## config.mk

```make
export PLATFORM = sky130hd
export DESIGN_NAME = operand_loader
export DESIGN_NICKNAME = d
export VERILOG_FILES = /design/src/rtl/operand_loader.sv
export SDC_FILE = /design/constraint.sdc
export NUM_CORES = 1
export LEC_CHECK = 0
export ABC_CLOCK_PERIOD_IN_PS = 2100
export CAP_MARGIN = 20
export CELL_PAD_IN_SITES_DETAIL_PLACEMENT = 1
export CELL_PAD_IN_SITES_GLOBAL_PLACEMENT = 2
export CORE_MARGIN = 2
export CORE_UTILIZATION = 33
export CTS_BUF_LIST = sky130_fd_sc_hd__clkbuf_2 sky130_fd_sc_hd__clkbuf_4 sky130_fd_sc_hd__clkbuf_8
export DETAILED_ROUTE_END_ITERATION = 8
export MAX_ROUTING_LAYER = met4
export PLACE_DENSITY_LB_ADDON = 0.1
export RECOVER_POWER = 25
export SKIP_CTS_REPAIR_TIMING = 1
export SLEW_MARGIN = 20
export SYNTH_ARGS = -nofsm -noshare
export SYNTH_HDL_FRONTEND = slang
export SYNTH_SLANG_ARGS = --single-unit
```

## constraint.sdc

```tcl
create_clock -name clock -period 2.1 [get_ports clock]
set_clock_uncertainty 0.1 [all_clocks]
set_input_delay 0.21 -clock clock [delete_from_list [all_inputs] [get_ports clock]]
set_output_delay 0.21 -clock clock [all_outputs]
set_load 0.02 [all_outputs]
```

## src/rtl/operand_loader.sv

```systemverilog
// Operand loader: collects A, B and OP words from a tagged pad stream, issues a
// one-cycle start to the FPU stage, then waits for done_calc under a watchdog.
module operand_loader #(
  parameter int OPW     = 10,
  parameter int TIMEOUT = 255
) (
  input  logic           clock,
  input  logic           reset_n,
  input  logic [11:0]    in_data,
  input  logic           in_valid,
  output logic           in_ready,
  output logic [OPW-1:0] num1,
  output logic [OPW-1:0] num2,
  output logic [3:0]     op,
  output logic           start,
  output logic           busy,
  input  logic           done_calc,
  output logic           error
);

  typedef enum logic [2:0] {IDLE, HAVE_A, HAVE_B, ISSUE, WAIT, ERR} state_t;
  typedef enum logic [1:0] {TAG_CLEAR, TAG_A, TAG_B, TAG_OP} tag_t;

  localparam logic [7:0] WD_LAST = 8'(TIMEOUT - 1);

  state_t     state_q, state_d;
  tag_t       tag;
  logic       accept;
  logic [7:0] wdog;

  assign tag    = tag_t'(in_data[11:10]);
  assign accept = in_valid & in_ready;

  always_ff @(posedge clock or negedge reset_n) begin
    if (!reset_n) state_q <= IDLE;
    else          state_q <= state_d;
  end

  always_comb begin
    state_d = state_q;
    unique case (state_q)
      IDLE:
        if (accept) begin
          case (tag)
            TAG_A:         state_d = HAVE_A;
            TAG_B, TAG_OP: state_d = ERR;
            default:       state_d = IDLE;
          endcase
        end
      HAVE_A:
        if (accept) begin
          case (tag)
            TAG_B:     state_d = HAVE_B;
            TAG_CLEAR: state_d = IDLE;
            TAG_OP:    state_d = ERR;
            default:   state_d = HAVE_A;
          endcase
        end
      HAVE_B:
        if (accept) begin
          case (tag)
            TAG_OP:    state_d = ISSUE;
            TAG_CLEAR: state_d = IDLE;
            default:   state_d = ERR;
          endcase
        end
      ISSUE: state_d = WAIT;
      // The WAIT cycle that sees wdog == TIMEOUT-1 is the TIMEOUT-th one.
      WAIT:
        if (done_calc)             state_d = IDLE;
        else if (wdog == WD_LAST)  state_d = ERR;
      ERR:
        if (accept && tag == TAG_CLEAR) state_d = IDLE;
      default: state_d = IDLE;
    endcase
  end

  always_comb begin
    in_ready = 1'b1;
    start    = 1'b0;
    busy     = 1'b0;
    error    = 1'b0;
    unique case (state_q)
      ISSUE: begin
        in_ready = 1'b0;
        start    = 1'b1;
        busy     = 1'b1;
      end
      WAIT: begin
        in_ready = 1'b0;
        busy     = 1'b1;
      end
      ERR:     error = 1'b1;
      default: ;
    endcase
  end

  // Payloads are captured only on legal transitions; erroneous words never land.
  always_ff @(posedge clock or negedge reset_n) begin
    if (!reset_n) begin
      num1 <= '0;
      num2 <= '0;
      op   <= '0;
    end else if (accept) begin
      if ((state_q == IDLE || state_q == HAVE_A) && tag == TAG_A)
        num1 <= OPW'(in_data[9:0]);
      if (state_q == HAVE_A && tag == TAG_B)
        num2 <= OPW'(in_data[9:0]);
      if (state_q == HAVE_B && tag == TAG_OP)
        op <= in_data[3:0];
    end
  end

  always_ff @(posedge clock or negedge reset_n) begin
    if (!reset_n)
      wdog <= '0;
    else if (state_q == ISSUE)
      wdog <= '0;
    else if (state_q == WAIT && !done_calc && wdog != 8'hFF)
      wdog <= wdog + 8'd1;
  end

endmodule

```

Word-level counts from Yosys, hierarchy flattened
Index checks and enable logic that the tools add are counted.
W data, S select, Z words.
- register bits: 35
- output and inout port bits: 28
- word-level logic and storage cells: 55
- add/sub/neg operators: 1
- eq/ne operators: 15
- multiplexer cells: 16
- bitwise operators: 1
- reductions and logical operators: 17
- operators by type and width (operator ; number):
    $mux W3 ; 6
    $pmux W3 S6 ; 1
    $mux W8 ; 2
    $pmux W3 S2 ; 2
    $pmux W3 S3 ; 1
    $add A8 B1 Y8 const B ; 1
    $eq A8 B8 Y1 const B ; 1
    $ne A2 B2 Y1 const B ; 4
    $ne A8 B8 Y1 const B ; 1
    $eq A3 B2 Y1 const B ; 2
    $eq A3 B3 Y1 const B ; 2
    $logic_and A1 B1 Y1 ; 6
    $reduce_and A2 Y1 ; 3
    $reduce_and A5 Y1 ; 1
    $eq A2 B2 Y1 const B ; 2
    $mux W1 ; 4
    $reduce_or A2 Y1 ; 2
    $eq A3 B1 Y1 const B ; 1
    $logic_not A3 Y1 ; 1
    $ne A3 B3 Y1 const B ; 1
    $eq A2 B1 Y1 const B ; 1
    $logic_not A2 Y1 ; 1
    $reduce_bool A2 Y1 ; 1
    $and A1 B1 Y1 ; 1
    2 further kinds ; 2

Logic depth before layout (Yosys ltp)
- depth in word-level cells: 7
- mapped depth: 6
- mapped depth without buffers: 6

Worst setup path before layout
No wires, ideal clock.
- path type: flip-flop to flip-flop
- from: register state_q[0]
- to: register wdog[6]
- setup time: 0.126 ns
- arrival: 1.530 ns
- setup slack: 0.344 ns
- stages on the path, launching flop included: 6
- cells stage by stage: dfrtp_1 -> buf_6 -> or4b_4 -> nor3_2 -> mux2i_1 -> nor2_2
- word-level cells in the longest chain between the ends: 4
- elaborated cells between the ends (all ways): 6
- classes of those cells: eq/ne: 2; mux: 1; reduce/logical: 3
- RTL lines (item ; line ; source):
    start: declaration ; 26 ; state_t state_q, state_d;
    start signal: assignment ; 36 ; else state_q <= state_d;
    $eq A3 B3 Y1 ; 119 ; else if (state_q == WAIT && !done_calc && wdog != 8'hFF)
    $logic_and A1 B1 Y1 (2 in series) ; 119 ;
    $reduce_bool A2 Y1 (no line) ; - ;
    end signal: assignment ; 120 ; wdog <= wdog + 8'd1;
    end: declaration ; 29 ; logic [7:0] wdog;
Parallel ways exist; a longest one is shown, timed or not.
A chain may end at the register's enable or synchronous reset.

Worst setup path in the final report
Ends and elaborated chain as after synthesis.

==> flow_summary.toml <==
[status]
status = "complete, no violations"

[routing]
viasPerCell = 4.89
firstDrtPassIters = 4
routedLengthMet1_mm = 1.83
wire_per_inst_um = 15.1
wl_met3_um = 133
drt_iter0_drc = 53
ant_nets = 0
num_vias = 1291
top_layer = "met4"
drc = 0
drt-total-wl_mm = 3.99
route.met2.wl_mm = 1.98

[cts]
cts_buffer_depth = 2
cts_tree = "done"
clockRootBuffer = "clkbuf_8"
clk_pin_slew_ns = 0.08
insertion_delay_ns = 0.29
cts_buffers = 5
clock-sinks = 35
cts_max_level = 2

[critical_path]
end_kind = "flop"
crit_path_top_delay_cell = "or4b_4"
reg2reg_to = "wdog[6]$_DFFE_PN0P_"
r2r-start = "state_q[0]$_DFFE_PN0P_"
crit_fanout = 11
max_stage_delay_ns = 0.58
critPathKind = "flop to flop"
cp-start-kind = "flop"
path_cells = "buf_4 -> or4b_4 -> nor3_2 -> mux2i_1 -> nor2_2"
reg2reg_depth = 5
critPathRequiredTime_ns = 2.17
worstPathArrival_ns = 1.92
r2r_setup_slack_ns = 0.25

[sta]
fin_setup_tns_ns = 0
hold_viol = 0
tightest_slew_ns = 0.870
relSlewSlack_pct = 42.0
fin_ws_ns = 0.255
fin_crit_sh_pct = 87.9
min_period_ns = 1.85
setup_viol = 0
rsz0062_at_grt = "false"
clock.fmax_ghz = 0.542
timing.hold.ws_ns = 0.408
drv_slew = 0

[floorplanning]
dieWidth_um = 76.8
rows = 26
die-area_mm2 = 0.00589
io_pins = 44
initial_utilization_pct = 34.2
fp.dieH_um = 76.8
core_mm2 = 0.00511

[global_routing]
grt_pass1_vias = 1305
grt_overflow = 0
grt_pass1_wl_mm = 6.64
antenna_found_initial = 0
grt_use_total_pct = 15.0
grt_max_degree = 36

[logic_synthesis]
synth_nets = 167
synth_largest_area_cell = "dfrtp_1"
ys_seq_area_share_pct = 50.1
syn_area_per_cell_um2 = 12.2
synth_area_mm2 = 0.00175
yosys_warnings = 0
synth_seq_cells = 35
synth_cell_types = 38
synth_top_area_share_pct = 50.1
syn_inst = 143
ys_top_cells_by_area = "dfrtp_1 (50%), mux2_2 (16%), ha_1 (5.7%)"

[worst_hold_path]
min_from = "num2[9]$_DFFE_PN0P_"
hold_depth = 1
whs_endpoint = "num2[9]$_DFFE_PN0P_"
min_path_type = "flop to flop"

[cells_and_area]
drive_gt1_share_pct = 24.2
fill_cells = 556
layout.nets = 217
syn2layout_area_growth_pct = 36.0
fin_util_pct = 46.5
final_area_mm2 = 0.00237
diodes = 0
final_common_cell = "clkdlybuf4s50_1"
layout_common_cells = "clkdlybuf4s50_1 (38), dfrtp_1 (35), mux2_2 (25), ha_1 (8), nand3_1 (7)"

[placement]
place_congestion = 0.796
dp_hpwl_mm = 2.91
pre_cts_slack_ns = 0.106
place_area_mm2 = 0.00228
port_buffers = 43

[power]
power.leakage_uw = 0.00106
ir_worst_vdd_mv = 0.568
power_density_mw_per_mm2 = 1320

[job]
cap_viol_max_count = 0
-- critical path, delay by kind of cell (launching register included) --
family	cells	cell delay, ns
simple gates	3	0.82
flops	1	0.39
mux	1	0.25
buf+inv	1	0.18
-- cells in the mapped netlist (all sizes together) --
cell and n:
nand4 1, and2 1, nor2 6, nand2b 3
and4 1, nand3 8, o31ai 4, a31o 1
a21oi 1, o32ai 2, dfrtp 35, nor3 2
o21ba 1, or2 2, a22oi 1, and3b 1
a2bb2oi 1, or4 1, nand2 6, ha 8
nor4b 1, nor3b 1, nor2b 1, o211ai 4
o21ai 7, mux2i 2, or4b 1, mux2 25
buf 5, a21boi 1, and2b 3, inv 6
-- report_power, final --
group / total, uW / switching (uW) / leakage, uW / internal, uW
registers: 1120 / 169 / 0.000440 / 953
clock network: 487 / 256 / 0.0000402 / 231
logic: 1530 / 737 / 0.000580 / 795
total: 3140 / 1160 / 0.00106 / 1980
-- state kept, by name, summed over array words and instances, names as in the netlist --
name and count:
num1 10, num2 10, wdog 8, op 4, state_q 3
-- kinds of logic (layout without fill, tap and decap cells) --
logic type	after synthesis	after routing	share of synthesized area (%)
compound gates	23	23	9.17
fa+ha+maj	8	8	5.73
buf+inv	11	62	3.37
simple gates	39	39	14.3
flops	35	35	50.1
mux	27	27	17.3
-- routing by layer --
| metal | vias to the layer above | GRT usage [%] |
|---|---|---|
| met5 | - | - |
| met4 | 0 | 5.45 |
| met3 | 5 | 4.12 |
| met2 | 22 | 24.2 |
| met1 | 650 | 18.1 |
| li1 | 614 | - |
-- final cells by class --
| class | count | area [um^2] | area share [%] |
|---|---|---|---|
| clock buffer | 5 | 68.8 | 2.90 |
| clock inverter | 3 | 20.0 | 0.843 |
| inverter | 6 | 22.5 | 0.948 |
| multi-input combinational | 97 | 812 | 34.2 |
| sequential | 35 | 876 | 36.9 |
| tap | 70 | 87.6 | 3.69 |
| timing repair buffer | 48 | 488 | 20.5 |
-- through the flow --
step                cells  power [uW]
floorplan             143        2000
global route          264        3360
detailed placement    256        2700
CTS                   264        3200
global placement      256        2650
finish                264        3140
-- how the worst max path moves through the flow --
stage	start	slack, ns	endpoint	depth (start not counted)
detailed placement	in_valid	0.11	num1[8]$_DFFE_PN0P_	5
global route	state_q[0]$_DFFE_PN0P_	0.18	wdog[7]$_DFFE_PN0P_	5
finish	state_q[0]$_DFFE_PN0P_	0.25	wdog[6]$_DFFE_PN0P_	5
global placement	in_valid	0.12	num1[2]$_DFFE_PN0P_	5
CTS	state_q[0]$_DFFE_PN0P_	-0.09	start	4
floorplan	state_q[0]$_DFFE_PN0P_	0.34	wdog[6]$_DFFE_PN0P_	5
Note: power is estimated with default switching activity, not from simulation.
